### src/rtl/arm_pipe_pkg.sv
// Shared definitions for the pipeline hazard control slice: scheduler
// states, the "no destination" one-hot select and the default counter width.
package arm_pipe_pkg;

  // Scheduler states. STALL holds the front end while a source register is
  // still in flight. FLUSH squashes the wrong-path fetch after a taken branch.
  typedef enum logic [1:0] {
    RUN   = 2'd0,
    STALL = 2'd1,
    FLUSH = 2'd2
  } state_t;

  // One-hot select that names the hard-wired zero register. Writing it is a no-op.
  localparam logic [31:0] ZERO_SEL_DFLT = 32'h0000_0001;

  // Default width of the stall/flush event counters.
  localparam int CNT_W_DFLT = 32;

endpackage

### src/rtl/sel_overlap.sv
// Reports whether a one-hot operand select points at a register that is still
// waiting to be written by an older instruction. The hit is gated by the
// operand's "used" flag.
module sel_overlap #(
  parameter int W = 32
) (
  input  logic [W-1:0] sel,
  input  logic [W-1:0] busyMask,
  input  logic         used,
  output logic         hit
);

  // An unused operand never causes a hit, even if its select field is stale.
  always_comb begin
    hit = used & (|(sel & busyMask));
  end

endmodule

### src/rtl/hazard_scheduler.sv
// Stall/flush scheduler for a non-forwarding 5-stage pipeline. A 3-deep
// destination scoreboard tracks the EX, MEM and WB stages. The scheduler
// stalls IF/ID while an ID operand is still in flight, and squashes one fetch
// after a taken branch. Saturating counters record the stall and flush events.
module hazard_scheduler
  import arm_pipe_pkg::*;
#(
  parameter int          CNT_W    = CNT_W_DFLT,
  parameter logic [31:0] ZERO_SEL = ZERO_SEL_DFLT
) (
  input  logic             clk,
  input  logic             reset,
  input  logic [31:0]      Aselect,
  input  logic [31:0]      Bselect,
  input  logic             a_used,
  input  logic             b_used,
  input  logic [31:0]      dsel_id,
  input  logic             wr_id,
  input  logic             branch_taken,
  output logic             pc_en,
  output logic             ifid_en,
  output logic             idex_bubble,
  output logic             ifid_flush,
  output logic [CNT_W-1:0] stall_cnt,
  output logic [CNT_W-1:0] flush_cnt
);

  state_t      state;
  state_t      nextState;
  logic [31:0] sbEx;
  logic [31:0] sbMem;
  logic [31:0] sbWb;
  logic [31:0] busy;
  logic        hitA;
  logic        hitB;
  logic        hazard;
  logic        stallEvt;
  logic        flushEvt;

  // Counters stick at all-ones rather than wrapping back to a small value.
  function automatic logic [CNT_W-1:0] satInc(input logic [CNT_W-1:0] v);
    return (&v) ? v : v + 1'b1;
  endfunction

  // Registers still owed a write. The zero register never blocks a reader.
  always_comb begin
    busy = (sbEx | sbMem | sbWb) & ~ZERO_SEL;
  end

  sel_overlap #(.W(32)) uOverlapA (
    .sel      (Aselect),
    .busyMask (busy),
    .used     (a_used),
    .hit      (hitA)
  );

  sel_overlap #(.W(32)) uOverlapB (
    .sel      (Bselect),
    .busyMask (busy),
    .used     (b_used),
    .hit      (hitB)
  );

  // There is no forwarding path, so a match in any of EX/MEM/WB holds the reader.
  always_comb begin
    hazard = hitA | hitB;
  end

  // Next state and front-end controls. A hazard takes effect in the same cycle,
  // and it wins over a taken branch whose operands are not yet valid.
  always_comb begin
    nextState   = RUN;
    pc_en       = 1'b1;
    ifid_en     = 1'b1;
    idex_bubble = 1'b0;
    ifid_flush  = 1'b0;
    stallEvt    = 1'b0;
    flushEvt    = 1'b0;
    case (state)
      FLUSH: begin
        ifid_flush  = 1'b1;
        idex_bubble = 1'b1;
        nextState   = RUN;
      end
      RUN, STALL: begin
        if (hazard) begin
          pc_en       = 1'b0;
          ifid_en     = 1'b0;
          idex_bubble = 1'b1;
          stallEvt    = 1'b1;
          nextState   = STALL;
        end else if (branch_taken) begin
          flushEvt  = 1'b1;
          nextState = FLUSH;
        end else begin
          nextState = RUN;
        end
      end
      default: begin
        nextState = RUN;
      end
    endcase
  end

  // Scheduler state register.
  always_ff @(posedge clk or negedge reset) begin
    if (!reset) begin
      state <= RUN;
    end else begin
      state <= nextState;
    end
  end

  // Destination scoreboard. It shifts every cycle. A bubble or a non-writing
  // instruction enters EX as an empty slot.
  always_ff @(posedge clk or negedge reset) begin
    if (!reset) begin
      sbEx  <= ZERO_SEL;
      sbMem <= ZERO_SEL;
      sbWb  <= ZERO_SEL;
    end else begin
      sbWb  <= sbMem;
      sbMem <= sbEx;
      sbEx  <= (idex_bubble || !wr_id) ? ZERO_SEL : dsel_id;
    end
  end

  // Event counters: one stall count per hazard bubble, one flush count per FLUSH entry.
  always_ff @(posedge clk or negedge reset) begin
    if (!reset) begin
      stall_cnt <= '0;
      flush_cnt <= '0;
    end else begin
      if (stallEvt) begin
        stall_cnt <= satInc(stall_cnt);
      end
      if (flushEvt) begin
        flush_cnt <= satInc(flush_cnt);
      end
    end
  end

endmodule

### config.mk
export PLATFORM = sky130hd
export DESIGN_NAME = hazard_scheduler
export DESIGN_NICKNAME = d
export VERILOG_FILES = /design/src/rtl/arm_pipe_pkg.sv /design/src/rtl/sel_overlap.sv /design/src/rtl/hazard_scheduler.sv
export SDC_FILE = /design/constraint.sdc
export NUM_CORES = 1
export LEC_CHECK = 0
export CAP_MARGIN = 20
export CORE_ASPECT_RATIO = 0.75
export CORE_MARGIN = 3
export CORE_UTILIZATION = 33
export DETAILED_ROUTE_END_ITERATION = 7
export HOLD_SLACK_MARGIN = 0.05
export PLACE_DENSITY_LB_ADDON = 0.1
export SYNTH_ARGS = -nofsm -noshare
export SYNTH_HDL_FRONTEND = slang
export SYNTH_SLANG_ARGS = --single-unit
### constraint.sdc
create_clock -name clk -period 2.6 [get_ports clk]
set_input_delay 0.52 -clock clk [delete_from_list [all_inputs] [get_ports clk]]
set_output_delay 0.52 -clock clk [all_outputs]
set_load 0.03 [all_outputs]
Word level (Yosys, flattened, before mapping). Index checks and enable logic that the tools add are counted.

Flip-flop bits (word level): 162. Word-level logic and storage cells: 42. Input bits: 102.

$add $sub $neg: 2. Eq/ne operators: 2. Bitwise gates (word level): 9. Reduce and logical (&&, ||, !) cells: 10. Mux-type cells: 13.

Operators with widths (number): $add A32 B1 Y32 const B (2); $and A32 B32 Y32 (2); $or A32 B32 Y32 (2); $reduce_and A32 Y1 (2); $reduce_or A32 Y1 (2); $mux W32 (1); $mux W1 (8); $mux W2 (3); $reduce_and A2 Y1 (2); $and A1 B1 Y1 (2); $eq A2 B1 Y1 const B (1); $eq A2 B2 Y1 const B (1); $logic_not A2 Y1 (1); $not A1 Y1 (2); $pmux W1 S2 (1); $reduce_or A2 Y1 (1); $logic_not A1 Y1 (1); $logic_or A1 B1 Y1 (1); $or A1 B1 Y1 (1).

Depth between registers and ports, before layout.
Word-level depth: 10. Depth in mapped cells: 9.

Hierarchy. A second synthesis with hierarchy kept.

Cells, all modules: 508. Area total of the unflattened synthesis: 6254.7 um^2.

Modules (own cells, without submodules): hazard_scheduler (sequential area each 3978.8 um^2, area each 5931.9 um^2, cells each 466, times used 1); sel_overlap (sequential area each 0.0 um^2, area each 161.4 um^2, cells each 21, times used 2).

Worst setup path before layout. OpenSTA, ideal clock, no wires.

Path type: reg2out. From: reg sbMem[2]. To: out pc_en. Stages on the path, launching flop included: 7. Arrival time: 2.092 ns. Setup slack: -0.012 ns. Path through: dfrtp_1 > or3_1 > a2111oi_1 > a31oi_1 > o21ai_2 > buf_2 > buf_4.

Cells in the longest elaborated chain, start to end: 8. Elaborated cells on any way between the ends: 11. Those cells by class: 2 x mux; 7 x bitwise; 2 x reduce/logical.

Ends and longest elaborated chain: start, declared (line hazard_scheduler.sv:31) `logic [31:0] sbMem;`; start signal, assigned (line hazard_scheduler.sv:119) `sbMem <= ZERO_SEL;`; start signal, assigned (line hazard_scheduler.sv:123) `sbMem <= sbEx;`; $or A32 B32 Y32 * (2 in a row) (line hazard_scheduler.sv:47) `busy = (sbEx | sbMem | sbWb) & ~ZERO_SEL;`; $and A32 B32 Y32 (line sel_overlap.sv:15) `hit = used & (|(sel & busyMask));`; $reduce_or A32 Y1 (line sel_overlap.sv:15); $and A1 B1 Y1 (line sel_overlap.sv:15); $or A1 B1 Y1 * (line hazard_scheduler.sv:66) `hazard = hitA | hitB;`; $mux W1 * (2 in a row); end, declared (line hazard_scheduler.sv:20) `output logic pc_en,`.

Every way passes the cells marked *; elsewhere a longest branch is shown, timed or not.

Worst setup path after layout.
From: reg sbMem[17]. To: out idex_bubble.

Cells in the longest elaborated chain, start to end: 8. Elaborated cells on any way between the ends: 11. Those cells by class: 2 x mux; 7 x bitwise; 2 x reduce/logical.

Ends and longest elaborated chain: $or A32 B32 Y32 * (2 in a row) (line hazard_scheduler.sv:47); $and A32 B32 Y32 (line sel_overlap.sv:15); $reduce_or A32 Y1 (line sel_overlap.sv:15); $and A1 B1 Y1 (line sel_overlap.sv:15); $or A1 B1 Y1 * (line hazard_scheduler.sv:66); $mux W1 * (line hazard_scheduler.sv:86) `if (hazard) begin`; $pmux W1 S2 * (line hazard_scheduler.sv:79) `case (state)`; end, declared (line hazard_scheduler.sv:22) `output logic idex_bubble,`.

Marked as above.

==> key figures <==
Timing
  – Max frequency: 331 MHz
  – Worst rel slew slack: 0.576
  – Minimum clock period after layout: 3020 ps
  – Fin worst setup slack: -422 ps
  – Final Hold Viols: 0
  – Worst-Margin Slew: 635 ps
  – Final worst-path cycle share: 1.16
  – Final setup viols: 10
  – Unrepaired setup endpoints after global routing: true
  – Slew Limit Fails: 0
  – Max Clock Skew: 9.96 ps

Pwr
  – Pwr Density: 640 nW/um^2
  – Combinational Power Share: 0.184
  – Peak supply drop: 0.451 mV
  – Clock network fraction of design power: 0.381
  – Pint: 4.61 mW
  – Switching share of power: 0.285
  – Flop pwr share: 0.435
  – Total power: 6.45 mW
  – Pleak: approximately 4.7 nW
  – Switching Power: ~1.8 mW

Die
  – Overall die area: between 20000 and 25000 sq um
  – Row count: 43
  – Die Wd: 167 microns
  – Top-level I/O count: 170
  – Starting density of the core: 0.342
  – Vert. Die Dim: 127 microns
  – Core ar.: 18700 sq um

Cells and area
  – Final #Nets: 871
  – Area grow syn2layout: 57.4%
  – Final Cell Area: 10100 sq um
  – Final antenna diode count: 0
  – Area occupied by multi-input gates: 2740 sq um
  – Non-Filler Instances: 1027
  – Share of cells above drive strength 1: 0.224
  – Most frequent cells in the layout: clkdlybuf4s50_1 (162), dfrtp_1 (159), buf_4 (58), and3_1 (53), o31ai_1 (39)
  – Commonest non-fill, non-tap cell in the layout: clkdlybuf4s50_1
  – FF+latch area: ~4000 sq um
  – Fillers: 1617

Clock tree
  – Worst skew pair latency: between 400 and 500 ps
  – Total CTS buffers: 17
  – CTS sink count: 159
  – Root buffer cell: clkbuf_16
  – Clock buffer depth: 2
  – Clock slew at reported path FFs: 60 ps
  – H-tree Lvls: 4
  – TritonCTS clock tree: built
  – Hold-fix buffers, CTS: 0

Synthesis
  – Mean Syn Cell Area: 12.2 sq um
  – Synth warn: 0
  – Primary FF master, synth: dfrtp_1
  – Post-Syn Nets: 628
  – Cell variety after synth: 33
  – Post-Syn Area: 6400 sq um
  – Post-synth ARST share: 1.00
  – Post-Syn Instances: approximately 520
  – Post-synthesis sequential area ratio: 0.622
  – Yosys reg bits: around 160
  – Number of flops mapped to enable cells by yosys: 0

Setup path
  – Worst Setup Path Type: flip-flop to output port
  – Worst-path fanout max: 2
  – Critical path required time: 2080 ps
  – Depth of the most critical reg-to-reg path: 12
  – Crit start category: flip-flop
  – Crit path DAT: 2500 ps
  – Worst setup EP type: output port

Run status
  – Failing checks: setup timing
  – Status: complete, but fails checks

Route
  – DRC viols: 0
  – DR vias: 5229
  – Drt pass-1 iters: 4
  – Routed len/inst: ~19 microns
  – ANT nets after route: 0
  – Final wirelength: between 15000 and 20000 microns
  – Initial DRC count: 288
  – Vias per inst: 5.09

GRT
  – Global-route wire length before repair: 30500 microns
  – Total grt overflow: 0
  – Initial antenna violation count: 0
  – Largest net degree at the start of global routing: between 60 and 70
  – All-layer global routing usage: 0.185
  – Vias in the first global route: 5470

Placed design
  – Placed insts: 977
  – Port-buffer cells: 166
  – Dpl hpwl: 13400 microns
  – GP Congestion: ~0.85
  – DP Area: 8750 sq um

Flow run
  – # Max-Cap Violations: 0

Worst hold path
  – Min-Delay Path Class: primary input to asynchronous set/reset pin
## metal layers
layer  routed length (microns)  vias to the layer above  global-route usage
met5                         0                        -                   0
met4                       325                        0              0.0582
met3                       963                       21              0.0486
met2                      8600                      141               0.268
met1                      9310                     2643               0.273
li1                          -                     2424                   -
## logic make-up (layout without fill, tap and decap cells)
group                    Yosys count  after routing  share of synthesized area
adder cells (fa/ha/maj)            2              2                    0.00391
multiplexers                       2              2                    0.00352
XOR/XNOR                          62             62                     0.0849
AO/OA/AOI/OAI                     66             66                     0.0784
flip-flops                       159            159                      0.622
AND/OR/NAND/NOR                  205            205                      0.187
buffers and inverters             28            284                     0.0205
## cell usage after synthesis, drive strengths merged, types with 2 or more instances
cell | number | area, sq um
nand2 | 20 | 75.1
o31a | 3 | 26.3
dfrtp | 159 | 3980
mux2 | 2 | 22.5
or2 | 2 | 12.5
buf | 15 | 82.6
nor3 | 19 | 95.1
nand3 | 36 | 180
and4 | 5 | 43.8
a2111oi | 2 | 18.8
and3 | 53 | 332
o31ai | 57 | 428
nor4b | 4 | 50.1
nor2 | 11 | 41.3
ha | 2 | 25.0
nor4 | 13 | 96.3
nor3b | 2 | 15.0
and2 | 4 | 25.0
inv | 7 | 26.3
nand4 | 34 | 213
xor2 | 30 | 263
xnor2 | 32 | 280
a31oi | 2 | 12.5
clkbuf | 6 | 22.5
## repair_timing
| item | in CTS | in global routing |
|---|---|---|
| setup buffers | 21 | 7 |
| endpoints found under the setup margin | 98 | 98 |
| endpoints found under the hold margin | 0 | 0 |
| gates resized for setup | 70 | 45 |
| pin swaps | 34 | 25 |
| cloned | 4 | 1 |
## worst max-delay path, stage by stage, from the launching register on
cell,delay (ps)
dfrtp_1,390
o31ai_1,360
nand4_1,210
nor4_2,260
a31oi_1,170
buf_4,160
o21ai_2,120
o21a_1,210
inv_1,70
buf_6,140
## final cells by class
type / count / area share
sequential: 159 / 0.395
multi-input combinational: 337 / 0.272
timing repair buffer: 245 / 0.242
clock buffer: 19 / 0.0450
tap: 247 / 0.0307
clock inverter: 13 / 0.0126
inverter: 7 / 0.00261
## power by group through the flow
stage | clock, mW | combinational (mW) | sequential [mW]
floorplan | 0 | 0.309 | 2.97
finish | 2.46 | 1.18 | 2.80
CTS | 2.51 | 1.18 | 2.80
global route | 2.63 | 1.27 | 2.83
global placement | 0 | 1.03 | 2.83
detailed placement | 0 | 1.04 | 2.84
## sequential cells by signal, summed over array words and instances, names as in the netlist
| signal | cells |
|---|---|
| sbEx | 31 |
| stall_cnt | 32 |
| sbMem | 31 |
| state | 2 |
| sbWb | 31 |
| flush_cnt | 32 |
## final timing paths
check / start / slack (ps) / endpoint
hold / removal: reset / 70 / sbMem[26]$_DFF_PN0_
setup / recovery: sbMem[17]$_DFF_PN0_ / -420 / idex_bubble
max in group asynchronous: reset / 1790 / sbEx[27]$_DFF_PN0_
hold reg to reg: sbEx[2]$_DFF_PN0_ / 380 / sbMem[2]$_DFF_PN0_
setup reg to reg: sbMem[17]$_DFF_PN0_ / -50 / flush_cnt[18]$_DFFE_PN0P_
min in group clk: sbEx[2]$_DFF_PN0_ / 380 / sbMem[2]$_DFF_PN0_
## metrics by stage
step                      hold WS (ps)  utilization  setup slack [ps]  TNS (ps)
final                             74.1        0.538              -422     -1350
after global routing               110        0.538              -596     -8690
after CTS                          103        0.529              -424     -3040
after detailed placement           362        0.467              -842    -32270
after global placement             357        0.467              -808    -27320
after floorplan                    224            -              21.7         0
Note: power is estimated with default switching activity, not from simulation.
